$ cat config.mk
export PLATFORM = sky130hd
export DESIGN_NAME = chip_serial_capture
export DESIGN_NICKNAME = d
export VERILOG_FILES = /design/src/rtl/chip_capture_pkg.sv /design/src/rtl/sync_fifo.sv /design/src/rtl/chip_serial_capture.sv
export SDC_FILE = /design/constraint.sdc
export NUM_CORES = 1
export LEC_CHECK = 0
export CAP_MARGIN = 15
export CORE_MARGIN = 2
export CORE_UTILIZATION = 40
export DETAILED_ROUTE_END_ITERATION = 12
export PLACE_DENSITY = 0.59
export SYNTH_ARGS = -nofsm -noshare
export SYNTH_HDL_FRONTEND = slang
export SYNTH_SLANG_ARGS = --single-unit
$ cat constraint.sdc
create_clock -name clk -period 5.1 [get_ports clk]
set_clock_uncertainty 0.05 [all_clocks]
set_input_delay 1.02 -clock clk [delete_from_list [all_inputs] [get_ports clk]]
set_output_delay 1.02 -clock clk [all_outputs]
set_load 0.01 [all_outputs]
$ cat src/rtl/chip_capture_pkg.sv
// Shared defaults and level-width helper for the chip serial capture instances
// and the PS-side register map.
package chip_capture_pkg;
  localparam int WORD_W_DEF = 16;
  localparam int DEPTH_DEF  = 16;
  localparam int CNT_W_DEF  = 16;

  // A FIFO of DEPTH words needs one extra bit to represent "exactly full".
  function automatic int lvl_w(input int depth);
    return $clog2(depth) + 1;
  endfunction
endpackage

$ cat src/rtl/sync_fifo.sv
// Show-ahead synchronous FIFO: head word is visible on rdata whenever non-empty.
// Pop on empty is ignored; push on full succeeds only when a pop frees a slot.
module sync_fifo
  import chip_capture_pkg::*;
#(
  parameter int WIDTH = WORD_W_DEF,
  parameter int DEPTH = DEPTH_DEF
) (
  input  logic                      clk,
  input  logic                      rst,
  input  logic                      clr,
  input  logic                      push,
  input  logic [WIDTH-1:0]          wdata,
  input  logic                      pop,
  output logic [WIDTH-1:0]          rdata,
  output logic                      full,
  output logic                      empty,
  output logic [lvl_w(DEPTH)-1:0]   level
);
  localparam int AW = $clog2(DEPTH);
  localparam int LW = lvl_w(DEPTH);

  logic [WIDTH-1:0] mem [DEPTH];
  logic [AW-1:0]    wr_ptr, rd_ptr;
  logic             do_push, do_pop;

  assign full    = (level == LW'(DEPTH));
  assign empty   = (level == '0);
  assign do_pop  = pop && !empty;
  assign do_push = push && (!full || do_pop);
  // Gate the head so an empty FIFO reads as zero rather than stale storage.
  assign rdata   = empty ? '0 : mem[rd_ptr];

  always_ff @(posedge clk or posedge rst) begin
    if (rst) begin
      wr_ptr <= '0;
      rd_ptr <= '0;
      level  <= '0;
    end else if (clr) begin
      wr_ptr <= '0;
      rd_ptr <= '0;
      level  <= '0;
    end else begin
      if (do_push) wr_ptr <= wr_ptr + 1'b1;
      if (do_pop)  rd_ptr <= rd_ptr + 1'b1;
      case ({do_push, do_pop})
        2'b10:   level <= level + 1'b1;
        2'b01:   level <= level - 1'b1;
        default: level <= level;
      endcase
    end
  end

  always_ff @(posedge clk) begin
    if (do_push && !clr) mem[wr_ptr] <= wdata;
  end
endmodule

$ cat src/rtl/chip_serial_capture.sv
// Per-stream serial-to-parallel capture: MSB-first word assembly with flush of
// partial words, feeding a show-ahead FIFO drained by the PS.
module chip_serial_capture
  import chip_capture_pkg::*;
#(
  parameter int WORD_W = WORD_W_DEF,
  parameter int DEPTH  = DEPTH_DEF,
  parameter int CNT_W  = CNT_W_DEF
) (
  input  logic                     clk,
  input  logic                     rst,
  input  logic                     clear,
  input  logic                     ser_data,
  input  logic                     ser_valid,
  input  logic                     flush,
  input  logic                     rd_en,
  output logic [WORD_W-1:0]        rd_data,
  output logic                     rd_valid,
  output logic [lvl_w(DEPTH)-1:0]  fifo_level,
  output logic                     overflow,
  output logic                     partial,
  output logic [CNT_W-1:0]         words_captured
);
  localparam int BW = $clog2(WORD_W);
  localparam int CW = BW + 1;

  logic [WORD_W-1:0] shreg, sh_nxt, push_data;
  logic [BW-1:0]     bitcnt;
  logic [CW-1:0]     cnt_nxt;
  logic              word_done, part_push, push;
  logic              fifo_full, fifo_empty;

  always_comb begin
    sh_nxt    = ser_valid ? {shreg[WORD_W-2:0], ser_data} : shreg;
    cnt_nxt   = {1'b0, bitcnt} + CW'(ser_valid);
    word_done = ser_valid && (bitcnt == BW'(WORD_W - 1));
    // A same-cycle completing bit wins over flush: one full word, no partial.
    part_push = flush && !word_done && (cnt_nxt != '0);
    push      = word_done || part_push;
    push_data = word_done ? sh_nxt : (sh_nxt << (CW'(WORD_W) - cnt_nxt));
  end

  always_ff @(posedge clk or posedge rst) begin
    if (rst) begin
      shreg          <= '0;
      bitcnt         <= '0;
      overflow       <= 1'b0;
      partial        <= 1'b0;
      words_captured <= '0;
    end else if (clear) begin
      shreg          <= '0;
      bitcnt         <= '0;
      overflow       <= 1'b0;
      partial        <= 1'b0;
      words_captured <= '0;
    end else begin
      if (push) begin
        shreg  <= '0;
        bitcnt <= '0;
      end else begin
        shreg  <= sh_nxt;
        bitcnt <= cnt_nxt[BW-1:0];
      end
      // Full implies non-empty, so a same-cycle rd_en always frees a slot.
      if (push && fifo_full && !rd_en) overflow <= 1'b1;
      if (part_push) partial <= 1'b1;
      if (push && (!fifo_full || rd_en) && (words_captured != '1))
        words_captured <= words_captured + 1'b1;
    end
  end

  sync_fifo #(.WIDTH(WORD_W), .DEPTH(DEPTH)) u_fifo (
    .clk   (clk),
    .rst   (rst),
    .clr   (clear),
    .push  (push),
    .wdata (push_data),
    .pop   (rd_en),
    .rdata (rd_data),
    .full  (fifo_full),
    .empty (fifo_empty),
    .level (fifo_level)
  );

  assign rd_valid = !fifo_empty;
endmodule

# Word level (Yosys, flattened, before mapping)
# Memory sizes are Yosys's and may differ from the RTL's.
# Cells that the tools add are included.
# word_totals
mem_bits_rw	256
out_inout_bits	40
regBits	51
n_memories	1
# classes
n_reduce_logical	26
shift	1
n_eq_ne	5
n_addsub	7
mux	21
# memory_table
memory	depth	width	rd	rd_ports_with_merged_regs	write_ports	line_no	text
u_fifo.mem	16	16	1	0	1	sync_fifo.sv:23	logic [WIDTH-1:0] mem [DEPTH];
# ops
op	n
$mux W16	7
$mux W4	6
$add A16 B1 Y16 const B	1
$ne A16 B16 Y1 const B	1
$shl A16 B5 Y16	1
$logic_and A1 B1 Y1	10
$pmux W5 S2	1
$reduce_bool A2 Y1	5
$add A4 B1 Y4 const B	2
$mux W1	6
$add A4 B1 Y5	1
$add A5 B1 Y5 const B	1
$eq A5 B5 Y1 const B	1
$logic_not A1 Y1	5
$logic_not A5 Y1	1
$mux W5	1
$reduce_bool A5 Y1	1
$sub A5 B1 Y5 const B	1
$sub A5 B5 Y5 const A	1
$eq A4 B4 Y1 const B	1
$logic_or A1 B1 Y1	3
$reduce_bool A3 Y1	1
$eq A2 B1 Y1 const B	1
$eq A2 B2 Y1 const B	1

# Longest topological paths before layout
# Gate-level depths: netlist (run 1).
# depth
ltp_word	10
depth_mapped	17
mapped_depth_nobuf	16

# Modules after synthesis
# A second synthesis (run 1) with hierarchy kept.
# hier_totals
hier_cells	831
area_unflattened_um2	13679.4
# modules_own_cells
mod	seq_area_each_um2	cells_each	area_each_um2	n_inst
sync_fifo	8012.7	508	10705.3	1
chip_serial_capture	950.9	323	2974.1	1

# Worst setup path after synthesis (run 1)
# OpenSTA, ideal clock, no wires.
# synth_timing
path_kind	in2reg
startpoint	input ser_valid
endpoint	memory u_fifo.mem[15][0] (netlist name), enable pin
setup_ps	388
setup_slack_ps	663
cell_stages	12
path_buffers	2
t_arrival_ps	3998
path_cell_list	ha_1 > buf_6 > clkinv_1 > clkbuf_1 > ha_1 > nor2b_1 > ha_1 > nor2b_1 > a21oi_1 > nor2_1 > nand2_1 > nor2_1
# synth_between
elab_chain_cells	9
# synth_rtl
item	line_no	text
start, declared	chip_serial_capture.sv:14	input logic ser_valid,
parallel branches: the longest is 4 deep, another holds $add A4 B1 Y5	--	
$logic_or A1 B1 Y1 *	chip_serial_capture.sv:39	push = word_done || part_push;
$logic_and A1 B1 Y1 *	sync_fifo.sv:30	assign do_push = push && (!full || do_pop);
$logic_and A1 B1 Y1 *	sync_fifo.sv:55	if (do_push && !clr) mem[wr_ptr] <= wdata;
$mux W1 *	sync_fifo.sv:55	
$mux W1 (not written as such) *	sync_fifo.sv:55	
end, declared	sync_fifo.sv:23	
# Every way passes the cells marked *.

# Worst setup path in the final report (run 1)
# layout_timing
startpoint	register u_fifo.rd_ptr[0]
endpoint	output rd_data[5]
# layout_between
elab_chain_cells	2
# layout_rtl
item	line_no	text
start, declared	sync_fifo.sv:24	logic [AW-1:0] wr_ptr, rd_ptr;
start signal, assigned	sync_fifo.sv:45	if (do_pop) rd_ptr <= rd_ptr + 1'b1;
$mem_v2 Z16 W16	--	
$mux W16	sync_fifo.sv:32	assign rdata = empty ? '0 : mem[rd_ptr];
end, declared	chip_serial_capture.sv:17	output logic [WORD_W-1:0] rd_data,
# Every way passes these cells.

==> impl_summary.md, run 1 <==
Floorplan
The vertical extent of the die is 187 µm. The core region is 33300 µm². The horizontal die dimension is 187 µm. The die outline area is 35000 µm². Once the floorplan was initialized, standard cells occupied 40.3% of the core. The row count is 67.

For this design the top-level I/O count stands at 47.

Route
The first-pass iteration count of the detailed router is 4. The routed length per instance is 22.1 µm. For this block, wires on met1 add up to 13600 µm. In the routed layout, each cell is associated on average with a via count of 5.53. The routed wire length on met2 is 14400 µm. The detailed router finished its first iteration with 571 violations.

In this run the top signal layer used is met4. The total met3 wirelength after detailed routing is 1440 µm. The number of routed nets with antenna violations is 0.

The total length of routed wires is 30100 µm. The number of DRC violations after detailed routing is 0. The routed layout has 7507 vias.

Synthesis
The main combinational cell family by area after synthesis is multiplexers. The fraction of the mapped netlist area in simple logic gates is 6.92%. The proportion of register bits with asynchronous set or reset after synthesis is 16.6%. In this run, synthesis inferred 256 flip-flops with an integrated enable.

Synthesis produced a netlist with a net count of 811. The post-synthesis cell count is 792. Yosys printed 0 warnings.

Summing every instance area after synthesis gives 13400 µm². The synthesized-area fraction occupied by adder cells is 1.12%. The count of cell types in the netlist is 65. The synthesized netlist devotes 4.36% of its cell area to compound gates. The synthesized design contains 307 register bits.

Multiplexer cells account for 17.2% of the synthesized area. The predominant post-synthesis flop cell is edfxtp_1. Averaged over all synthesized cells, the footprint is 16.9 µm². The register area share after synthesis is 66.9%. Of the total synthesized cell area, the portion taken by XOR and XNOR cells is 1.76%.

Clocking
The maximum clock insertion buffer count is 3. Once the clock tree was built, the resizer swapped 0 gates to a different size. In this run the number of H-tree levels came out at 2.

TritonCTS built the clock tree. The tree is rooted in a clkbuf_16. The register clock-pin slew on the reported worst setup and hold paths is 60 ps. The number of hold buffers added after CTS is 0. The clock reaches the later pin of the worst-skew pair after 520 ps. The clock sink count is 307. The total clock buffers created by CTS is 35. The post-CTS setup buffer count is 0.

Timing
The number of failing hold endpoints at the final stage is 0. Static timing analysis puts the maximum clock frequency at 0.227 GHz. After layout, the minimum clock period comes to 4400 ps. The number of setup violations in the final report is 0. The final cycle utilization of the critical path is 86.3%.

The final-report max-slew violation count is 0. Setup repair after global routing left no endpoint under its margin. The slew at the pin with the worst max-slew slack is 1160 ps. The total negative slack is 0 ps. Measured against its own limit, the worst slew margin works out to 23.0%.

Global routing
Entering global routing, the biggest net connects 32 pins. Global routing used 17.2% of the available tracks across all layers. The number of global-route vias before repair is 7686. The initial antenna violation count is 0. The residual overflow from global routing is 0. The global-route wire length before repair is 46300 µm.

Finish
The post-route netlist has 24.5% of its cells at a drive strength greater than 1. The number of fillers in the final layout is 2863. 0 antenna diodes ended up in the layout. In the final design database the tool counted 901 nets. The core occupancy in the finished layout is 47.3%. The sequential cell area is 8970 µm². Compared with the post-synthesis result, the final layout area differs by 17.6%.

The total area of multi-input combinational cells is 4240 µm².

Placed design
The number of input and output port buffers inserted is 46. After legalization and detailed placement, the total HPWL measured 18100 µm. The routability-driven placement congestion ratio is 0.856.

Critical path
The critical path's largest stage delay is 750 ps. The cell with the most instances on the worst path is mux4_2. The worst path arrival time is 3330 ps. The worst setup path is captured at an output port. The kind of launch point of the worst setup path is a register. The path type of the worst setup path is register to output port.

The signal on the critical path passes through buf_12 -> mux4_2 -> mux4_2 -> and2_1 -> clkdlybuf4s50_1. Of all nets on the critical path, the largest fanout is 31. For this design, the slowest cell found on the critical path is dfrtp_4. Data on the critical path is required at its endpoint by 4030 ps.

Power
Dividing total power by cell area gives a power density of 443 nW/µm². The worst-case vdd ir drop is 352 µV. The analysis attributes to cell leakage a power of 5.40 nW. The design draws 6.98 mW.

Worst hold path
The type of the most critical hold path is register to register.

Run status
The flow ran to the end, and the final reports show no timing, DRC or antenna violations.

Job
The max-capacitance violation count is 0.
## power by group
group / internal (mW) / switching (mW)
Clock: 1.38 / 1.01
Combinational: 0.859 / 0.803
Sequential: 2.81 / 0.120
## synthesized netlist by cell type, types with 3 or more instances
master | n | area (µm²)
a211oi_1 | 4 | 30.0
a21oi_1 | 20 | 100
a221oi_1 | 3 | 26.3
and2_1 | 19 | 119
and3_1 | 5 | 31.3
buf_1 | 3 | 11.3
buf_2 | 11 | 55.1
buf_4 | 5 | 37.5
clkbuf_1 | 20 | 75.1
dfrtp_1 | 51 | 1280
edfxtp_1 | 256 | 7690
ha_1 | 12 | 150
inv_1 | 10 | 37.5
mux2_2 | 9 | 101
mux2i_1 | 33 | 330
mux4_2 | 83 | 1870
nand2_1 | 32 | 120
nand3_1 | 10 | 50.1
nand3b_1 | 3 | 22.5
nand4_1 | 9 | 56.3
nor2_1 | 80 | 300
nor2b_1 | 5 | 31.3
nor3_1 | 3 | 15.0
nor4_1 | 3 | 18.8
o211ai_1 | 5 | 37.5
o21ai_0 | 14 | 70.1
o21bai_1 | 3 | 22.5
o22ai_1 | 7 | 43.8
o2bb2ai_1 | 3 | 26.3
or3_1 | 6 | 37.5
xnor2_1 | 11 | 96.3
xor2_1 | 14 | 123
## kinds of logic (layout without fill, tap and decap cells)
| group | after synthesis | count (layout) |
|---|---|---|
| adders and majority gates | 12 | 12 |
| buffers and inverters | 52 | 169 |
| muxes | 125 | 125 |
| xor gates and xnor gates | 26 | 26 |
| and+or+nand+nor | 190 | 190 |
| DFF | 307 | 307 |
| AOI/OAI and AO/OA | 80 | 80 |
## critical path: cells and delay by family, from the launching register on
kind / cells / cell delay, ps
buf+inv: 2 / 820
mux: 2 / 1050
flops: 1 / 750
simple gates: 1 / 180
## through the flow
stage / cell area [µm²] / instances / worst slack (ps) / hold WS [ps]
2_1_floorplan: 13400 / 792 / 663 / 443
3_3_place_gp: 14600 / 1290 / 247 / 463
3_5_place_dp: 14600 / 1290 / 139 / 460
4_1_cts: 15700 / 1354 / 626 / 477
5_1_grt: 15800 / 1357 / 545 / 528
6_report: 15800 / 1357 / 696 / 472
## cells in the final DEF (no fill, tap or decap), types with 17 or more instances in the layout
cell type        Yosys  final
mux4_2              83     83
edfxtp_1           256    256
clkdlybuf4s50_1      0     46
clkbuf_16            0     35
nand2_1             32     32
nor2_1              80     64
a21oi_1             20     20
nor2_2               1     17
buf_4                5     45
and2_1              19     19
dfrtp_1             51     49
mux2i_1             33     33
## registers in the layout, summed over array words and instances (netlist names)
signal,count
partial,1
shreg,16
words_captured,16
u_fifo.wr_ptr,4
bitcnt,4
u_fifo.rd_ptr,4
u_fifo.level,5
u_fifo.mem,256
overflow,1
## cell type report
class / instances / area share (%)
Clock inverter: 22 / 1.30
Inverter: 12 / 0.286
Timing Repair Buffer: 93 / 5.32
Clock buffer: 42 / 5.72
Tap cell: 448 / 3.56
Sequential cell: 307 / 56.9
Multi-Input combinational cell: 433 / 26.9
## path summary, 6_finish.rpt
path / startpoint / to / slack (ps) / depth (start not counted)
max: u_fifo.rd_ptr[0] / rd_data[5] / 700 / 5
min: partial / partial / 470 / 2
max reg2reg: bitcnt[0] / u_fifo.mem[15][14] / 1380 / 10
min reg2reg: partial / partial / 470 / 2
max in group asynchronous: rst / u_fifo.rd_ptr[0] / 3370 / 3
min in group asynchronous: rst / words_captured[1] / 830 / 2
## routing by layer
layer	vias to the layer above	GRT usage (%)
li1	3328	-
met1	3932	24.1
met2	199	28.2
met3	48	2.81
met4	0	4.30
met5	-	0
Note: power is estimated with default switching activity, not from simulation.
==> inputs of run 2 (changes only) <==
Settings changed: GPL_TIMING_DRIVEN set to 0, HOLD_SLACK_MARGIN set to 0.03.
==> run 2 against run 1 <==
  * First-iteration DRC count increased by 42%
  * Largest power group unchanged
  * Count of clock-buffer cells in the layout decreased by 5
  * Highest routed layer unchanged
  * Worst setup slack got worse by 370 ps
  * Sequential power decreased by 3%
  * Fmax decreased by 7.7%
  * Sequential share of layout area decreased by 0.96 points
  * Critical endpoint is now rd_data[15]
==> impl_summary.md, run 2 (synthesis results as in run 1) <==
Global routing
The total routing usage reported by global routing is 18.3% (+1.1 points). The met3 track utilization from global routing was 2.76% (-0.056 points). The residual overflow from global routing was 0 (unchanged). The met2 track utilization from global routing came to 29.5% (+1.2 points). The most used routing layer in global routing is met2. The initial antenna violation count came to 0 (unchanged). The global routing usage on met1 is 26.3% (+2.2 points). The global-route wire length before repair is 48000 µm (+3.7%). The number of global-route vias before repair was 7678 (-0.10%).

The largest net degree at the start of global routing is 29 (-9.4%).

Timing
The headroom to the max-slew limit is 25.0% (+2.0 points). The slew at the pin with the worst max-slew slack is 1130 ps (-30.0 ps). The final cycle utilization of the critical path came to 93.6% (+7.2 points). Setup repair after global routing left no endpoint under its margin. The final-report max-slew violation count is 0 (unchanged). The maximum clock frequency is 0.209 GHz (-7.7%). The least setup slack across all paths after layout was 327 ps (-370 ps). The number of failing hold endpoints at the final stage is 0 (unchanged). The number of setup violations in the final report came to 0 (unchanged).

The total negative slack was 0 ps (unchanged). The final period demand of the worst path is 4770 ps (+370 ps).

Critical path
The required time at the endpoint of the critical path is 4030 ps (about the same). The register-to-register path setup slack is 900 ps (-480 ps). STA classifies the critical path endpoint as an output port.

The path type of the worst setup path is register to output port. The slowest stage of the critical path is the clkbuf_1 cell. The kind of launch point of the worst setup path is a register. The critical path goes through clkbuf_1 -> clkbuf_1 -> mux4_2 -> mux4_2 -> and2_1 -> clkdlybuf4s50_1. The worst path arrival time was 3700 ps (+370 ps). The startpoint identified for the worst register-to-register timing path is bitcnt[0]. The critical path's largest stage delay is 690 ps (-60 ps).

The maximum fanout along the worst path is 10 (-68%). The number of cell instances on the worst register-to-register path is 12 (+2). The worst register-to-register path ends at u_fifo.mem[13][10].

Finish
The library cells used most frequently in the layout, excluding fill and tap cells, are 256 x edfxtp_1, 83 x mux4_2, 63 x nor2_1, 51 x dfrtp_1, 45 x clkdlybuf4s50_1. The number of antenna cells inserted is 0 (unchanged). The fraction of final layout cells with drive strength greater than 1 was 24.7% (+0.17 points). The number of nets in the layout is 920 (+2.1%). The flip-flop count of the largest register, all copies and words added is 256 (unchanged). Leaving out fill and tap cells, the most frequent cell in the layout is edfxtp_1. The total area of multi-input combinational cells was 4290 µm² (+1.3%). In the final layout, the registers with the most flip-flops are u_fifo.mem (256), shreg (16), words_captured (16). From synthesis to final layout, the design area changed by 19.6%.

The sequential cell area is 8960 µm² (about the same). u_fifo.mem holds more flip-flops than any other register. The number of fillers in the final layout was 2844 (-0.66%).

Clocking
The CTS tree is yes. The register clock-pin slew on the reported worst setup and hold paths is 60 ps (about the same). The clock latency of the later-clocked register in the worst-skew pair is 510 ps (about the same).

The clock root buffer is clkbuf_16. The clock sink count is 307 (unchanged). The total clock buffers created by CTS is 35 (unchanged).

The maximum level of the CTS H-tree is 2 (unchanged). The maximum clock insertion buffer count is 3 (unchanged).

Route
The number of routed nets with antenna violations is 0 (unchanged). The number of violations reported at the end of detailed-routing iteration 0 is 808 (+42%). The routed length per instance was 22.9 µm (+3.5%). The first-pass iteration count of the detailed router came to 7 (+3). The total length of routed wires is 31500 µm (+4.8%). The total number of vias is 7512 (+0.067%). The number of DRC violations after detailed routing is 0 (unchanged). The post-detailed-route via-to-cell ratio is 5.46 (-1.2%).

Placed design
The routability-driven placement congestion ratio is 0.878 (+2.6%). The pre-CTS worst setup slack came to -622 ps (-762 ps). The number of input and output port buffers inserted was 45 (-2.2%).

The HPWL after detailed placement is 21200 µm (+17%).

Worst hold path
The path with the worst hold slack has its endpoint at partial. The origin of the worst min-delay path is partial. The number of instances on the worst hold path came to 2 (unchanged). The type of the most critical hold path is register to register.

Floorplan
The row count is 67 (unchanged). The horizontal die dimension was 187 µm (unchanged). The die outline area is 35000 µm² (unchanged). The number of primary I/O pins is 47 (unchanged). The core area is 33300 µm² (unchanged).

The vertical extent of the die came to 187 µm (unchanged). The effective utilization at floorplan is 40.3% (unchanged).

Power
The worst-case vdd ir drop came to 276 µV (-22%). The reported leakage power is 5.49 nW (+1.5%). The power consumption is 7.04 mW (+0.83%). The power density over cell area is 439 nW/µm² (-0.82%).

Job
The max-capacitance violation count is 0 (unchanged).

Run status
The flow ran to the end, and the final reports show no timing, DRC or antenna violations.
run 2: worst max path at each step:
stage,startpoint,endpoint,slack (ps),cells after the start
2_1_floorplan,ser_valid,u_fifo.mem[15][0],660,12
3_3_place_gp,ser_valid,u_fifo.mem[8][4],-1270,13
3_5_place_dp,ser_valid,u_fifo.mem[5][3],-620,12
4_1_cts,ser_valid,u_fifo.mem[2][7],20,13
5_1_grt,ser_valid,u_fifo.level[4],90,18
6_report,u_fifo.rd_ptr[1],rd_data[15],330,6
run 2: power by group:
part	internal, mW	switching, mW
combinational	0.874	0.932
sequential	2.81	0.0411
clock	1.38	1.00
run 2: routing by layer:
layer / up-vias / part of all wire [%]
li1: 3361 / -
met1: 3893 / 46
met2: 219 / 48
met3: 39 / 4.7
met4: 0 / 1.9
met5: - / 0
run 2: per-stage QoR:
stage / hold WS (ps) / std cells / instance area (µm²) / utilization, %
after floorplan: 443 / 792 / 13400 / -
after global placement: 461 / 1285 / 14400 / 43.3
after detailed placement: 444 / 1306 / 14800 / 44.5
after CTS: 461 / 1369 / 15900 / 47.9
after global routing: 521 / 1375 / 16000 / 48.1
final: 450 / 1375 / 16000 / 48.1
run 2: area by class of cell:
cell class,count,share of cell area [%]
clock buffers,37,5.58
flip-flops and latches,307,56.0
repair buffers,72,5.40
well taps,448,3.50
inverters,12,0.281
clock inverters,26,1.28
plain buffers,40,1.20
multi-input cells,433,26.8
run 2: timing repair:
action | CTS | global route
gates resized for setup | 5 | 5
hold buffers | 0 | 0
setup endpoints to repair | 80 | 165
setup buffers | 0 | 0
run 2: worst max-delay path: cells and delay by family (launching register included):
family                 cells  cell delay (ps)
buffers and inverters      3             1710
muxes                      2              920
DFF                        1              390
and+or+nand+nor            1              180
